**src/rtl/alu_serial_ctrl.sv**
```systemverilog
// Purpose : bit-serial 32-bit ALU sequencer driving one 1-bit slice, LSB first, with SLT resolve.
// Latency : done_o pulses 33 cycles after the accepting edge; result/flags held until next start.
// Backpr. : start_i is only sampled in IDLE; a start while busy is dropped, never queued.
//
// Ports:
//   clk_i, rst_n       clock (rising edge), synchronous active-low reset
//   start_i            operation request, accepted when busy_o=0
//   src1_i, src2_i     operands A/B, captured on the accepted start
//   ALU_control_i      4-bit operation code, captured on the accepted start
//   busy_o, done_o     sequencer status; done_o is a one-cycle pulse
//   result_o, zero_o   result register and its zero detect
//   cout_o, overflow_o carry out / signed overflow of the top bit (arithmetic ops only)
module alu_serial_ctrl #(
  parameter int WIDTH = 32
) (
  input  logic             clk_i,
  input  logic             rst_n,
  input  logic             start_i,
  input  logic [WIDTH-1:0] src1_i,
  input  logic [WIDTH-1:0] src2_i,
  input  logic [3:0]       ALU_control_i,
  output logic             busy_o,
  output logic             done_o,
  output logic [WIDTH-1:0] result_o,
  output logic             zero_o,
  output logic             cout_o,
  output logic             overflow_o
);

  localparam int CW = (WIDTH > 1) ? $clog2(WIDTH) : 1;
  localparam logic [CW-1:0] CNT_LAST = CW'(WIDTH - 1);

  localparam logic [1:0] ST_IDLE = 2'd0;
  localparam logic [1:0] ST_RUN  = 2'd1;
  localparam logic [1:0] ST_DONE = 2'd2;

  // Slice operation select
  localparam logic [1:0] OP_AND  = 2'b00;
  localparam logic [1:0] OP_OR   = 2'b01;
  localparam logic [1:0] OP_SUM  = 2'b10;
  localparam logic [1:0] OP_LESS = 2'b11;

  logic [1:0]       state_q, state_d;
  logic [WIDTH-1:0] src1_q, src1_d;
  logic [WIDTH-1:0] src2_q, src2_d;
  logic             a_inv_q, a_inv_d;
  logic             b_inv_q, b_inv_d;
  logic [1:0]       op_q, op_d;
  logic             illegal_q, illegal_d;
  logic             carry_q, carry_d;
  logic [CW-1:0]    cnt_q, cnt_d;
  logic [WIDTH-1:0] result_q, result_d;
  logic             cout_q, cout_d;
  logic             overflow_q, overflow_d;

  // Control decode of the incoming opcode
  logic       dec_a_inv;
  logic       dec_b_inv;
  logic [1:0] dec_op;
  logic       dec_cin;
  logic       dec_illegal;

  always_comb begin
    dec_a_inv   = 1'b0;
    dec_b_inv   = 1'b0;
    dec_op      = OP_AND;
    dec_cin     = 1'b0;
    dec_illegal = 1'b0;
    case (ALU_control_i)
      4'b0000: dec_op = OP_AND;
      4'b0001: dec_op = OP_OR;
      4'b0010: dec_op = OP_SUM;
      4'b0110: begin
        dec_b_inv = 1'b1;
        dec_op    = OP_SUM;
        dec_cin   = 1'b1;
      end
      4'b0111: begin
        dec_b_inv = 1'b1;
        dec_op    = OP_LESS;
        dec_cin   = 1'b1;
      end
      4'b1100: begin
        dec_a_inv = 1'b1;
        dec_b_inv = 1'b1;
        dec_op    = OP_AND;
      end
      default: dec_illegal = 1'b1;
    endcase
  end

  // 1-bit ALU slice
  logic slice_a;
  logic slice_b;
  logic sum_bit;
  logic carry_nxt;
  logic slice_out;
  logic is_last;
  logic arith;
  logic ovf_bit;

  always_comb begin
    slice_a   = src1_q[cnt_q] ^ a_inv_q;
    slice_b   = src2_q[cnt_q] ^ b_inv_q;
    sum_bit   = slice_a ^ slice_b ^ carry_q;
    carry_nxt = (slice_a & slice_b) | (slice_a & carry_q) | (slice_b & carry_q);
    case (op_q)
      OP_AND:  slice_out = slice_a & slice_b;
      OP_OR:   slice_out = slice_a | slice_b;
      OP_SUM:  slice_out = sum_bit;
      default: slice_out = 1'b0;  // SLT "less" input; real bit fixed up on the MSB
    endcase
    is_last = (cnt_q == CNT_LAST);
    arith   = op_q[1] & ~illegal_q;
    // Overflow is carry into the MSB xor carry out of it
    ovf_bit = carry_q ^ carry_nxt;
  end

  always_comb begin
    state_d    = state_q;
    src1_d     = src1_q;
    src2_d     = src2_q;
    a_inv_d    = a_inv_q;
    b_inv_d    = b_inv_q;
    op_d       = op_q;
    illegal_d  = illegal_q;
    carry_d    = carry_q;
    cnt_d      = cnt_q;
    result_d   = result_q;
    cout_d     = cout_q;
    overflow_d = overflow_q;

    case (state_q)
      ST_IDLE: begin
        if (start_i) begin
          src1_d     = src1_i;
          src2_d     = src2_i;
          a_inv_d    = dec_a_inv;
          b_inv_d    = dec_b_inv;
          op_d       = dec_op;
          illegal_d  = dec_illegal;
          carry_d    = dec_cin;
          cnt_d      = '0;
          cout_d     = 1'b0;
          overflow_d = 1'b0;
          state_d    = ST_RUN;
        end
      end

      ST_RUN: begin
        result_d = {slice_out, result_q[WIDTH-1:1]};
        carry_d  = carry_nxt;
        cnt_d    = cnt_q + CW'(1);
        if (is_last) begin
          cout_d     = arith & carry_nxt;
          overflow_d = arith & ovf_bit;
          if (illegal_q) begin
            result_d = '0;
          end else if (op_q == OP_LESS) begin
            // Sign of the true difference: sum MSB corrected by overflow
            result_d = {{(WIDTH-1){1'b0}}, sum_bit ^ ovf_bit};
          end
          state_d = ST_DONE;
        end
      end

      ST_DONE: state_d = ST_IDLE;

      default: state_d = ST_IDLE;
    endcase
  end

  always_ff @(posedge clk_i) begin
    if (!rst_n) begin
      state_q    <= ST_IDLE;
      src1_q     <= '0;
      src2_q     <= '0;
      a_inv_q    <= 1'b0;
      b_inv_q    <= 1'b0;
      op_q       <= OP_AND;
      illegal_q  <= 1'b0;
      carry_q    <= 1'b0;
      cnt_q      <= '0;
      result_q   <= '0;
      cout_q     <= 1'b0;
      overflow_q <= 1'b0;
    end else begin
      state_q    <= state_d;
      src1_q     <= src1_d;
      src2_q     <= src2_d;
      a_inv_q    <= a_inv_d;
      b_inv_q    <= b_inv_d;
      op_q       <= op_d;
      illegal_q  <= illegal_d;
      carry_q    <= carry_d;
      cnt_q      <= cnt_d;
      result_q   <= result_d;
      cout_q     <= cout_d;
      overflow_q <= overflow_d;
    end
  end

  assign busy_o     = (state_q != ST_IDLE);
  assign done_o     = (state_q == ST_DONE);
  assign result_o   = result_q;
  assign zero_o     = (result_q == '0);
  assign cout_o     = cout_q;
  assign overflow_o = overflow_q;

endmodule
```
**config.mk**
```make
export PLATFORM = sky130hd
export DESIGN_NAME = alu_serial_ctrl
export DESIGN_NICKNAME = d
export VERILOG_FILES = /design/src/rtl/alu_serial_ctrl.sv
export SDC_FILE = /design/constraint.sdc
export NUM_CORES = 1
export LEC_CHECK = 0
export ABC_AREA = 1
export CAP_MARGIN = 25
export CORE_MARGIN = 5
export CORE_UTILIZATION = 48
export DETAILED_ROUTE_END_ITERATION = 10
export DONT_BUFFER_PORTS = 1
export PLACE_DENSITY = 0.68
export SLEW_MARGIN = 10
export SYNTH_ARGS = -nofsm -noshare
export SYNTH_HDL_FRONTEND = slang
export SYNTH_SLANG_ARGS = --single-unit
```
**constraint.sdc**
```tcl
create_clock -name clk_i -period 3.5 [get_ports clk_i]
set_input_delay 0.7 -clock clk_i [delete_from_list [all_inputs] [get_ports clk_i]]
set_output_delay 0.7 -clock clk_i [all_outputs]
set_load 0.02 [all_outputs]
```
======== Yosys cells after proc, flatten, opt, wreduce, memory -nomap -nowiden ========
Index checks and enable logic that the tools add are counted.
storage, ports and cells
  register bits after elaboration ......... 111
  input bits .............................. 71
  output and inout bits ................... 37
  logic and storage cells ................. 82
operators by class
  add/subtract/negate cells ............... 1
  $lt $le $gt $ge ......................... 1
  eq/ne operators ......................... 13
  mux-type cells .......................... 25
  bitwise gates (word level) .............. 16
  reduce and logical (&&, ||, !) cells .... 14
operators with widths
  operator                                                                      number
  32-bit two-way mux                                                            3
  32-bit zero test                                                              1
  1-bit binary-select mux with 5-bit select                                     2
  1-bit two-way mux                                                             10
  5-bit one-hot mux with 2 select lines                                         1
  4-bit by 3-bit == test with 1-bit output, second input constant               2
  1-bit bitwise AND                                                             6
  2-bit == test, second input constant                                          3
  5-bit by 6-bit less-than comparator with 1-bit output, second input constant  1
  1-bit one-hot mux with 2 select lines                                         3
  2-bit one-hot mux with 3 select lines                                         1
  2-bit AND reduction                                                           3
  6-bit OR reduction                                                            1
  1-bit bitwise XOR                                                             6
  5-bit by 1-bit adder with 5-bit output, second input constant                 1
  5-bit == test, second input constant                                          1
  5-bit two-way mux                                                             1
  2-bit by 1-bit == test with 1-bit output, second input constant               2
  4-bit by 1-bit == test with 1-bit output, second input constant               1
  4-bit by 2-bit == test with 1-bit output, second input constant               1
  4-bit == test, second input constant                                          1
  2-bit zero test                                                               2
  4-bit zero test                                                               1
  2-bit two-way mux                                                             2
  9 further kinds                                                               14

======== Depth between registers and ports, before layout ========
Gate-level depths: netlist of run 1.
  depth after elaboration ................. 11
  depth in mapped cells ................... 18
  mapped depth without buffers ............ 16

======== Least setup slack after synthesis of run 1 ========
OpenSTA, ideal clock, no wires.
  path type ............................... flip-flop to flip-flop
  start ................................... register cnt_q[0]
  end ..................................... register overflow_q (netlist: overflow_o)
  setup time .............................. 0.086 ns
  arrival time ............................ 2.044 ns
  required time ........................... 3.414 ns
  path slack .............................. 1.370 ns
  stages on the path, launching flop included .. 17
  path buffers ............................ 2
  period minus slack after synthesis ...... 2.130 ns
  path through ............................ dfxtp_1 -> buf_6 -> inv_8 -> buf_12 -> nand2_1 -> nand3_1 -> nand3_1 -> nand3_1 -> nand3_2 -> nand2_1 -> nand2_1 -> nand2_1 -> fa_1 -> xnor2_1 -> nor3_1 -> nor2_1 -> a211oi_1
on the way
  longest elaborated chain between the ends .. 10
  elaborated cells on any way between the ends .. 18
  those cells by class .................... eq/ne (2); mux (6); bitwise (9); reduce/logical (1)
RTL lines
  element                                                       RTL line  RTL
  from (decl)                                                   51        logic [CW-1:0] cnt_q, cnt_d;
  from (signal assigned)                                        196       cnt_q <= cnt_d;
  1-bit binary-select mux with 5-bit select (on tied branches)  103, 104
  1-bit two-way mux (on tied branches)                          103, 104
  1-bit bitwise XOR (on tied branches)                          103, 104
  1-bit bitwise AND                                             106       carry_nxt = (slice_a & slice_b) | (slice_a & carry_q) | (slice_b & carry_q);
  1-bit OR (2 in a row)                                         106
  1-bit bitwise XOR                                             116       ovf_bit = carry_q ^ carry_nxt;
  1-bit bitwise AND                                             156       overflow_d = arith & ovf_bit;
  1-bit two-way mux                                             154       if (is_last) begin
  1-bit one-hot mux with 2 select lines                         133       case (state_q)
  to (signal assigned)                                          199       overflow_q <= overflow_d;
  to (decl)                                                     54        logic overflow_q, overflow_d;
Parallel ways exist; a longest one is shown, timed or not. The select of a mux whose other input is x is not followed.
A chain may end at the register's enable or synchronous reset.

======== Worst setup path in the final report of run 1 ========
  start ................................... register cnt_q[2]
  end ..................................... register overflow_q (netlist: overflow_o)
The elaborated chain is that of the path after synthesis.

==> results of run 1 <==
## report_power, final
group | switching (µW) | internal (µW) | total, µW
Combinational | 224 | 108 | 332
Clock | 401 | 395 | 796
Sequential | 44.6 | 1340 | 1380
Total | 670 | 1840 | 2510
## critical path, cell delays in order (launching register included)
cell and delay [ns]:
dfxtp_1 0.64, inv_1 0.35, nand3_1 0.20, nand3_1 0.11
nand3_2 0.09, nand2_1 0.07, nand2_1 0.06, nand2_1 0.08
fa_1 0.44, xnor2_1 0.14, nor3_1 0.13, nor2_1 0.06
a211oi_1 0.21
## layer usage
layer	track usage (%)	part of all wire (%)
met1	25.92	46
met5	0	0
met4	4.055	1.2
met3	5.924	7.1
met2	30.00	46
## through the flow
| stage | setup WS [ns] | power [µW] | hold slack [ns] | utilization (%) |
|---|---|---|---|---|
| after floorplan | 1.370 | 1691 | 0.4292 | - |
| after global placement | 0.8208 | 1728 | 0.4449 | 48.23 |
| after detailed placement | 0.8784 | 1741 | 0.4466 | 48.34 |
| after CTS | 0.7646 | 2532 | 0.4524 | 50.31 |
| after global routing | 0.5676 | 2653 | 0.4436 | 50.31 |
| final | 0.7942 | 2508 | 0.4584 | 50.31 |
## flip-flops by register name, indices dropped and copies added (netlist names)
name,flops
illegal_q,1
state_q,2
src2_q,32
carry_q,1
cnt_q,5
src1_q,32
overflow_o,1
a_inv_q,1
result_o,32
b_inv_q,1
cout_o,1
op_q,2
## kinds of logic after synthesis
group           synth area share (%)
xor+xnor                      0.1770
fa+ha+maj                      1.820
simple gates                   26.97
flops                          44.89
buf+inv                        9.049
compound gates                 17.09
## layout by cell type, fill, tap and decap left out
| cell type | instances |
|---|---|
| a211oi_1 | 3 |
| a21oi_1 | 33 |
| a21oi_2 | 2 |
| a221oi_1 | 1 |
| a22oi_1 | 31 |
| a31oi_1 | 1 |
| buf_4 | 7 |
| buf_6 | 1 |
| bufinv_16 | 2 |
| clkbuf_1 | 1 |
| clkbuf_8 | 9 |
| clkinv_1 | 1 |
| clkinv_2 | 1 |
| clkinvlp_4 | 1 |
| dfxtp_1 | 111 |
| fa_1 | 2 |
| ha_1 | 4 |
| inv_1 | 40 |
| inv_2 | 6 |
| inv_8 | 1 |
| nand2_1 | 94 |
| nand2_2 | 6 |
| nand3_1 | 53 |
| nand3_2 | 4 |
| nand4_1 | 5 |
| nor2_1 | 137 |
| nor2_2 | 2 |
| nor2_4 | 1 |
| nor3_1 | 4 |
| nor4_1 | 8 |
| o211ai_1 | 1 |
| o21a_1 | 1 |
| o21ai_0 | 72 |
| o21ai_1 | 2 |
| o31ai_1 | 1 |
| xnor2_1 | 1 |
## final timing paths
path         slack (ns)                      end  depth (start not counted)                    start
max                0.79  overflow_o$_SDFFE_PN0P_                         12    cnt_q[2]$_SDFFE_PN0P_
min                0.46  src1_q[10]$_SDFFE_PN0P_                          2  src1_q[10]$_SDFFE_PN0P_
max reg2reg        0.79  overflow_o$_SDFFE_PN0P_                         12    cnt_q[2]$_SDFFE_PN0P_
min reg2reg        0.46  src1_q[10]$_SDFFE_PN0P_                          2  src1_q[10]$_SDFFE_PN0P_
## layout make-up
type,instances,area (µm²)
Clock buffer,10,127.6
Clock inverter,4,72.57
Fill cell,1044,5061
Inverter,48,187.7
Multi-Input combinational cell,469,2280
Sequential cell,111,2222
Tap cell,136,170.2
Timing Repair Buffer,8,63.81
==> run_results.csv, run 1 <==
group,metric,value,unit
detailed_routing,drt_iter0_drc,320,
critical_path,endpoint_kind,"flip-flop",
sta,setup_tns,0,ns
synth,synth.most_common_cell,"nor2_1",
sta,fin_skew,0.01274,ns
flow_run,maxCapViolations,0,
clock_network,hold_buffers,0,
critical_path,path_class,"reg -> reg",
clock_network,cts-htree-levels,3,
floorplan,io_pins,108,
hold_path,min_path_type,"reg -> reg",
synth,yosysWarnings,0,
synth,synth_seq_cells,111,
sta,rsz0062_at_grt,"no",
detailed_routing,drc,2,
synth,synth_commonest_cells,"nor2_1, dfxtp_1, nand2_1",
final_layout,syn_to_final_growth,3.514,%
synth,synth_cell_type_count,34,
place,hpwl,8038,µm
grt,grt_overflow_total,0,
clock_network,root_buffer,"clkbuf_8",
final_layout,nets,724,
detailed_routing,viasPerCell,5.486,
clock_network,cts_inserted_buffers,9,
clock_network,clk_latency,0.37,ns
place,dpl_cell_area,4923,µm²
final_layout,drive_gt1_share,6.615,%
synth,synth_edf_count,0,
sta,fmax,369.6,MHz
synth,synth_top_area_share,44.89,%
floorplan,rows,37,
critical_path,critPathArrivalTime,2.96,ns
power,vdd.ir_drop.worst,197.6,µV
critical_path,worstPathRequired,3.75,ns
power,cellPowerDensity,489.5,nW/µm²
floorplan,die_y,111.5,µm
final_layout,fin_cells,786,
detailed_routing,dr.pass1.iters,9,
synth,ys.flop_type,"dfxtp_1",
place,gp_congestion,0.8685,
synth,synthTopCellsByArea,"dfxtp_1, nor2_1, o21ai_0, nand2_1, nand3_1",
grt,track_usage,19.05,%
sta,maxSlewViolCount,0,
clock_network,clk_pin_slew_worst_paths,0.10,ns
critical_path,cp_max_fo,12,
final_layout,antenna_cells,0,
clock_network,cts-resized-gates,0,
detailed_routing,num_vias,4312,
clock_network,cts_tree,"yes",
grt,grt_pass1_wl,19840,µm
synth,syn-mean-instance-area,7.355,µm²
clock_network,postCtsSetupBuffers,0,
floorplan,die_x,111.5,µm
grt,grt_start_max_net_pins,71,
sta,relSlewSlack,50.65,%
floorplan,dieArea,12440,µm²
synth,yosysSeqAreaShare,44.89,%
clock_network,cts_sinks,111,
final_layout,fin_area,5124,µm²
synth,syn_area,4950,µm²
run_status,violations,"DRC",
synth,async_flop_share,0,%
synth,yosysTopAreaCell,"dfxtp_1",
synth,synth_nets,750,
detailed_routing,ant_nets,0,
detailed_routing,finalWirelength,11720,µm
critical_path,start_kind,"flip-flop",
synth,synth_cells,673,
floorplan,core_area,10180,µm²
grt,grt_pass1_vias,4125,
sta,period_share,77.31,%
clock_network,cts_buffer_depth,2,
place,dpl.cell_count,772,
run_status,status,"finished, violations left",
detailed_routing,routedWlPerCell,14.91,µm
place,io_buffers,0,
grt,antenna_found_initial,0,
floorplan,start_util,48.60,%
sta,finalCriticalPeriod,2.706,ns
power,leakage,0.002044,µW
sta,finalHoldViolCount,0,
sta,setup_viol_count_final,0,
sta,tightest_slew,0.7357,ns
Note: power is estimated with default switching activity, not from simulation.
==> run 2: changes to the inputs <==
- clock period: 3.5 -> 2.8 ns (I/O delays scaled with it)
==> run_results.csv, run 2 (synthesized netlist as in run 1, its figures left out) <==
group,metric,value,unit
clock_network,cts_sinks,111,
power,power_frac_clock,29.4,%
final_layout,final_cell_mix,"nor2_1, dfxtp_1, nand2_1",
critical_path,start_kind,"flip-flop",
detailed_routing,dr.pass1.iters,4,
sta,setup_viol_count_final,0,
sta,hold-worst-slack,0.3119,ns
power,leakage,0.002060,µW
detailed_routing,finalWirelength,11600,µm
clock_network,hold_buffers,0,
detailed_routing,viasPerCell,5.400,
final_layout,antenna_cells,0,
sta,maxSlewViolCount,0,
sta,finalCriticalPeriod,2.455,ns
power,p_int,2149,µW
critical_path,cp_max_fo,15,
final_layout,drive_gt1_share,7.492,%
run_status,status,"finished, final reports clean",
sta,fin_skew,0.01644,ns
grt,track_usage,19.00,%
floorplan,dieArea,12440,µm²
detailed_routing,routedWlPerCell,14.68,µm
sta,relSlewSlack,51.47,%
floorplan,die_y,111.5,µm
power,vdd.ir_drop.worst,288.5,µV
floorplan,die_x,111.5,µm
final_layout,nets,727,
place,io_buffers,0,
critical_path,worstPathRequired,3.04,ns
clock_network,root_buffer,"clkbuf_8",
power,p_sw_share,29.44,%
clock_network,clk_latency,0.37,ns
grt,grt_start_max_net_pins,95,
floorplan,rows,37,
sta,fmax,407.4,MHz
detailed_routing,ant_nets,0,
critical_path,critPathArrivalTime,2.69,ns
sta,period_share,87.66,%
grt,grt_overflow_total,0,
place,gp_congestion,0.7855,
detailed_routing,drt_iter0_drc,246,
sta,tightest_slew,0.7235,ns
final_layout,fillers,1062,
power,pwr-share-comb,13.9,%
sta,setup_tns,0,ns
floorplan,io_pins,108,
place,hpwl,8014,µm
clock_network,cts-resized-gates,0,
grt,antenna_found_initial,0,
clock_network,cts_inserted_buffers,9,
floorplan,core_area,10180,µm²
sta,finalHoldViolCount,0,
power,cellPowerDensity,590.9,nW/µm²
sta,rsz0062_at_grt,"no",
grt,grt_pass1_wl,20050,µm
floorplan,start_util,48.60,%
clock_network,cts_tree,"yes",
clock_network,cts_buffer_depth,2,
critical_path,endpoint_kind,"flip-flop",
final_layout,mostFrequentLayoutCell,"nor2_1",
detailed_routing,drc,0,
power,p_switching,896.5,µW
critical_path,path_class,"reg -> reg",
hold_path,min_path_type,"in -> reg",
clock_network,cts-htree-levels,3,
final_layout,syn_to_final_growth,4.120,%
power,pwr-share-seq,56.8,%
flow_run,maxCapViolations,0,
grt,grt_pass1_vias,4207,
detailed_routing,num_vias,4266,
clock_network,clk_pin_slew_worst_paths,0.12,ns
clock_network,postCtsSetupBuffers,0,
## run 2: cell count changes in the layout (fill, tap and decap cells not counted), sizes merged
cell and change:
clkinv +2, bufinv -2, buf +3, clkbuf -1
inv +2
## run 2: critical path: stages (launching register included)
cell and delay (ns):
dfxtp_1 0.35, buf_4 0.19, inv_2 0.23, nand3_1 0.14, nand3_1 0.10, nand2_1 0.06, nand2_1 0.07, nand3_2 0.09
nand2_2 0.09, nand2_1 0.05, nand2_1 0.09, fa_1 0.42, a22oi_1 0.18, o21ai_0 0.11, nand2_1 0.09, a21oi_1 0.06
## run 2: cell type report
class | instances | area [µm²] | area share (%)
Multi-Input combinational cell | 469 | 2280 | 44.23
Clock inverter | 6 | 53.80 | 1.044
Inverter | 48 | 187.7 | 3.642
Sequential cell | 111 | 2223 | 43.14
Timing Repair Buffer | 11 | 115.1 | 2.234
Tap cell | 136 | 170.2 | 3.302
Clock buffer | 9 | 123.9 | 2.404
## run 2: stage by stage
stage | instance area (µm²) | worst slack, ns | util (%) | total power (µW) | instances
final | 5154 | 0.3454 | 50.60 | 3046 | 790
after global routing | 5154 | 0.02457 | 50.60 | 3222 | 790
after detailed placement | 4975 | 0.1905 | 48.85 | 2188 | 775
after floorplan | 4950 | 0.6704 | - | 2113 | 673
after global placement | 4960 | 0.2099 | 48.70 | 2174 | 774
after CTS | 5152 | 0.1580 | 50.59 | 3080 | 790
## run 2: final timing paths
path	cells past startpoint	from	endpoint	slack (ns)
hold reg to reg	2	src1_q[19]$_SDFFE_PN0P_	src1_q[19]$_SDFFE_PN0P_	0.46
setup reg to reg	15	cnt_q[1]$_SDFFE_PN0P_	result_o[31]$_SDFFE_PN0P_	0.35
setup / recovery	15	cnt_q[1]$_SDFFE_PN0P_	result_o[31]$_SDFFE_PN0P_	0.35
hold / removal	2	rst_n	src2_q[31]$_SDFFE_PN0P_	0.31
## run 2: metal layers
metal  wire length, µm  share of wire (%)  global-route usage [%]  up-vias
met1              5501                 47                   25.99     1973
met3               725                6.2                   5.217       10
met2              5290                 46                   30.48      102
met5                 0                  0                       0        -
li1                  -                  -                       -     2181
met4                83               0.72                   3.569        0
## run 2: power groups by stage
stage	sequential, µW	combinational [µW]	clock [µW]
5_1_grt	1740	494	987
3_5_place_dp	1760	424	0
2_1_floorplan	1740	370	0
6_report	1730	422	894
4_1_cts	1730	428	924
3_3_place_gp	1760	411	0
==> run 3: changes to the inputs <==
- CTS_CLUSTER_DIAMETER: unset -> 50
- GPL_TIMING_DRIVEN: unset -> 0
==> run_results.csv, run 3 (synthesized netlist as in run 1, its figures left out) <==
group,metric,value,unit
run_status,status,"finished, final reports clean",
floorplan,die_x,111.5,µm
final_layout,nets,761,
sta,maxSlewViolCount,0,
clock_network,cts_sinks,111,
clock_network,root_buffer,"clkbuf_8",
place,io_buffers,0,
power,p_int,2359,µW
floorplan,start_util,48.60,%
critical_path,crit_start,"cnt_q[1]$_SDFFE_PN0P_",
power,p_sw_share,27.58,%
clock_network,hold_buffers,0,
floorplan,dieArea,12440,µm²
critical_path,critPathArrivalTime,2.74,ns
grt,gr-usage-met2,32.81,%
power,p_switching,898.5,µW
clock_network,clk_pin_slew_worst_paths,0.10,ns
sta,relSlewSlack,66.34,%
final_layout,antenna_cells,0,
clock_network,cts_tree,"yes",
power,pwr-share-comb,14.8,%
power,vdd.ir_drop.worst,267.3,µV
clock_network,cts_buffer_depth,2,
clock_network,cts-resized-gates,0,
floorplan,io_pins,108,
floorplan,die_y,111.5,µm
critical_path,crit_path_frequent_cell,"nand2_1",
critical_path,ff2ff_path_depth,15,
power,leakage,0.002169,µW
critical_path,start_kind,"flip-flop",
grt,track_usage,20.66,%
detailed_routing,drc,0,
critical_path,critPathCapture,"result_o[31]$_SDFFE_PN0P_",
sta,rsz0062_at_grt,"no",
place,hpwl,9431,µm
clock_network,postCtsSetupBuffers,0,
critical_path,crit_cells,15,
critical_path,endpoint_kind,"flip-flop",
sta,setup_tns,0,ns
final_layout,drive_gt1_share,9.593,%
critical_path,worst_path_max_delay_cell,"fa_1",
sta,fmax,402.0,MHz
sta,period_share,88.85,%
final_layout,fin_util,52.42,%
clock_network,cts_inserted_buffers,9,
detailed_routing,routedWlPerCell,15.45,µm
hold_path,min_path_type,"in -> reg",
critical_path,path_cells,"inv_2 -> buf_2 -> nand3_1 -> nand3_1 -> nand2_1 -> nand2_1 -> nand3_2 -> nand2_2 -> nand2_1 -> nand2_1 -> fa_1 -> a22oi_1 -> o21ai_0 -> nand2_1 -> a21oi_1",
sta,finalCriticalPeriod,2.488,ns
clock_network,cts-htree-levels,3,
critical_path,rrSetupSlack,0.31,ns
detailed_routing,drt_iter0_drc,338,
grt,grtUsageMet1,27.59,%
critical_path,worstPathRequired,3.06,ns
sta,setup_viol_count_final,0,
grt,grt_start_max_net_pins,18,
critical_path,cp_max_fo,10,
place,gp_congestion,0.8201,
power,cellPowerDensity,610.1,nW/µm²
grt,antenna_found_initial,0,
grt,grtUsageMet3,5.652,%
sta,fin_skew,0.009869,ns
floorplan,rows,37,
detailed_routing,ant_nets,0,
grt,busiest_layer,"met2",
critical_path,r2r_start,"cnt_q[1]$_SDFFE_PN0P_",
power,pwr-share-seq,52.8,%
detailed_routing,viasPerCell,5.379,
detailed_routing,finalWirelength,12730,µm
power,power_frac_clock,32.4,%
critical_path,reg2reg_to,"result_o[31]$_SDFFE_PN0P_",
final_layout,mostFrequentLayoutCell,"nor2_1",
final_layout,final_cell_mix,"nor2_1, dfxtp_1, nand2_1",
critical_path,crit_path_max_incr_delay,0.42,ns
flow_run,maxCapViolations,0,
critical_path,path_class,"reg -> reg",
clock_network,clk_latency,0.38,ns
grt,grt_overflow_total,0,
final_layout,syn_to_final_growth,7.861,%
sta,tightest_slew,0.5049,ns
detailed_routing,num_vias,4432,
critical_path,critPathTopFamily,"simple AND/OR/NAND/NOR gates",
floorplan,core_area,10180,µm²
power,design_power_total,3257,µW
detailed_routing,dr.pass1.iters,5,
grt,grt_pass1_vias,4258,
sta,finalHoldViolCount,0,
grt,grt_pass1_wl,21070,µm
critical_path,crit_buf_inv,2,
[run 3: changes by cell type in the layout (fill, tap and decap cells not counted), moves of 2 or more]
cell       delta
bufinv_16     +2
clkbuf_1     +16
buf_2        +21
clkinv_4      -3
buf_6         +6
buf_4         -7
[run 3: worst register-to-register path: stages, from the launching register on]
cell and delay [ns]:
dfxtp_1 0.35, inv_2 0.13, buf_2 0.28, nand3_1 0.12
nand3_1 0.10, nand2_1 0.08, nand2_1 0.08, nand3_2 0.09
nand2_2 0.08, nand2_1 0.05, nand2_1 0.11, fa_1 0.42
a22oi_1 0.18, o21ai_0 0.15, nand2_1 0.09, a21oi_1 0.06
[run 3: routing by layer]
layer / vias up / part of all wire [%]
met5: - / 0
met4: 0 / 1.2
met3: 11 / 7.0
met2: 117 / 47
met1: 2064 / 45
li1: 2240 / -
[run 3: how the worst min path moves through the flow]
stage	from	to	depth (start not counted)
2_1_floorplan	src1_q[11]$_SDFFE_PN0P_	src1_q[11]$_SDFFE_PN0P_	2
3_3_place_gp	src1_q[29]$_SDFFE_PN0P_	src1_q[29]$_SDFFE_PN0P_	2
3_5_place_dp	src1_q[28]$_SDFFE_PN0P_	src1_q[28]$_SDFFE_PN0P_	2
4_1_cts	src2_i[4]	src2_q[4]$_SDFFE_PN0P_	2
5_1_grt	src2_i[11]	src2_q[11]$_SDFFE_PN0P_	2
6_report	src2_i[4]	src2_q[4]$_SDFFE_PN0P_	2
[run 3: area by class of cell]
type                            count  area [µm²]
Buffer                             45       260.3
Tap cell                          136       170.2
Clock inverter                      5       81.33
Clock buffer                       10       137.6
Fill cell                         988        4846
Inverter                           48       187.7
Multi-Input combinational cell    469        2280
Sequential cell                   111        2222
[run 3: power groups by stage]
stage	combinational, µW	sequential [µW]	clock, µW
after floorplan	370	1740	0
after global placement	466	1750	0
after detailed placement	478	1760	0
after CTS	481	1720	1090
after global routing	549	1730	1150
final	481	1720	1060
[run 3: stage by stage]
stage | worst slack [ns] | hold WS [ns] | cell area, µm² | cells
4_1_cts | 0.3281 | 0.2954 | 5339 | 824
3_3_place_gp | 0.4039 | 0.4401 | 5120 | 809
6_report | 0.3123 | 0.3144 | 5339 | 824
2_1_floorplan | 0.6704 | 0.4292 | 4950 | 673
3_5_place_dp | 0.3555 | 0.4483 | 5120 | 809
5_1_grt | 0.05293 | 0.3013 | 5339 | 824
==> variant (flow settings as in run 3) <==
Reset style: asynchronous (`rst_n`), changed in one clocked block. Comments in the files are not updated.
--- a/src/rtl/alu_serial_ctrl.sv
+++ b/src/rtl/alu_serial_ctrl.sv
@@ -170,7 +170,7 @@
     endcase
   end
 
-  always_ff @(posedge clk_i) begin
+  always_ff @(posedge clk_i or negedge rst_n) begin
     if (!rst_n) begin
       state_q    <= ST_IDLE;
       src1_q     <= '0;
Function: differs if rst_n is asserted again (counterexample within 4 cycles, from zero or initial values and one cycle with rst_n low); with rst_n held inactive, the same outputs for 10 cycles.
==> variant against run 3 <==
The run now ends with negative hold slack left. Final area up 5.2%. Routed wire length down 4.8%. Largest cell class is now registers. Non-clock buffer count down 13. Sequential cell count unchanged. Global-route usage down 1.5 points. Setup slack better by 0.017 ns. Via count down 6.4%. Area after synthesis up 4.8%.
Power is not compared: it rests on default switching activity, and its combinational part moved more than twofold at a synthesized area within 25%.
==> variant: results (changes against run 3) <==
Worst setup path
  • Reg-to-reg startpoint: cnt_q[1]$_DFFE_PN0P_
  • Worst path slowest cell: dfrtp_1
  • R2R Setup Slk: 0.33 ns (+0.02 ns)
  • R2R cell count: 16 (+1)

Final layout
  • Register area: 2780 um^2 (+25%)
  • Final clock-cell share: 4.37% (+0.27 points)
  • Fill count: 1,029 (+4.1%)
  • Final #Nets: 730 (-4.1%)
  • Multi-input logic area: 2010 um^2 (-12%)
  • Buffering overhead: 3.52% (-1.4 points)
  • Final Util: 52.5% (+0.059 points)
  • Inverter count: 55 (+15%)
  • Layout cell share with drive strength beyond 1: 7.31% (-2.3 points)
  • Non-clk bufs: 32 (-29%)

Place
  • Placed Instances: 782 (-3.3%)
  • Placed inst area: 5360 um^2 (+4.7%)
  • Hpwl dp: 8630 um (-8.5%)
  • RD Place Congestion: 0.849 (+3.5%)

Min path
  • Tightest Hold Check Type: input port to async pin

Yosys
  • Syn Nets: 719 (-4.1%)
  • Synth area leaders: dfrtp_1 54%, nand2_1 21%, nand3_1 5.9%
  • Post-Synthesis Cells: 642 (-4.6%)
  • Post-synthesis sequential area ratio: 53.5% (+8.7 points)

Global routing
  • Gr usage total: 19.2% (-1.5 points)
  • Met3 Usage GRT: 4.24% (-1.4 points)
  • Vias in the first global route: 4,141 (-2.7%)
  • Largest net degree at the start of global routing: 112 (+94)
  • First-pass GRT wire length: 20,000 um (-5.3%)

Route
  • Initial DRC Count: 315 (-6.8%)
  • Drt total wl: 12,100 um (-4.8%)

Floorplanning
  • Tapcell Cnt: 140 (+2.9%)

Timing
  • Worst slew pin tran: 0.582 ns (+0.0774 ns)
  • Endpoints failing hold: 111 (+111)
  • Final hold slack: -0.130 ns (-0.445 ns)

Outcome
  • Failing checks: negative hold slack
  • Status: finished with violations
-- variant: cell count changes in the layout (fill, tap and decap cells not counted), sizes merged, moves of 5 or more --
cell | run 3 | this run
nand3 | 57 | 63
a22oi | 31 | 0
o21ai | 74 | 11
nor2 | 140 | 11
buf | 29 | 24
dfrtp | 0 | 111
a21oi | 35 | 3
clkbuf | 26 | 20
o22ai | 0 | 33
dfxtp | 111 | 0
nand2 | 100 | 296
inv | 48 | 54
-- variant: power breakdown --
| part | total (W) | internal [W] | leakage, nW | switching (W) |
|---|---|---|---|---|
| combinational | 0.00302 | 0.00113 | 1.36 | 0.00189 |
| sequential | 0.00305 | 0.00232 | 1.41 | 0.000725 |
| clock | 0.00117 | 0.000639 | 0.123 | 0.000526 |
-- variant: layer usage --
| layer | up-vias | wire [um] |
|---|---|---|
| met5 | - | 0 |
| met4 | 0 | 214 |
| met1 | 1943 | 5260 |
| li1 | 2063 | - |
| met3 | 17 | 924 |
| met2 | 125 | 5720 |
-- variant: worst min-delay path by stage --
| stage | end | slack [ns] | startpoint |
|---|---|---|---|
| after floorplan | a_inv_q$_DFFE_PN0P_ | 0.26 | rst_n |
| after global placement | result_o[9]$_DFFE_PN0P_ | 0.27 | rst_n |
| after detailed placement | result_o[9]$_DFFE_PN0P_ | 0.27 | rst_n |
| after CTS | result_o[23]$_DFFE_PN0P_ | -0.14 | rst_n |
| after global routing | src1_q[28]$_DFFE_PN0P_ | -0.16 | rst_n |
| final | result_o[9]$_DFFE_PN0P_ | -0.13 | rst_n |
-- variant: kinds of logic after synthesis --
group | share of synthesized area, %
flip-flops | 53.5
AND/OR/NAND/NOR | 30.1
XOR/XNOR | 0.338
adder cells (fa/ha/maj) | 1.74
AO/OA/AOI/OAI | 6.39
buffers and inverters | 7.89
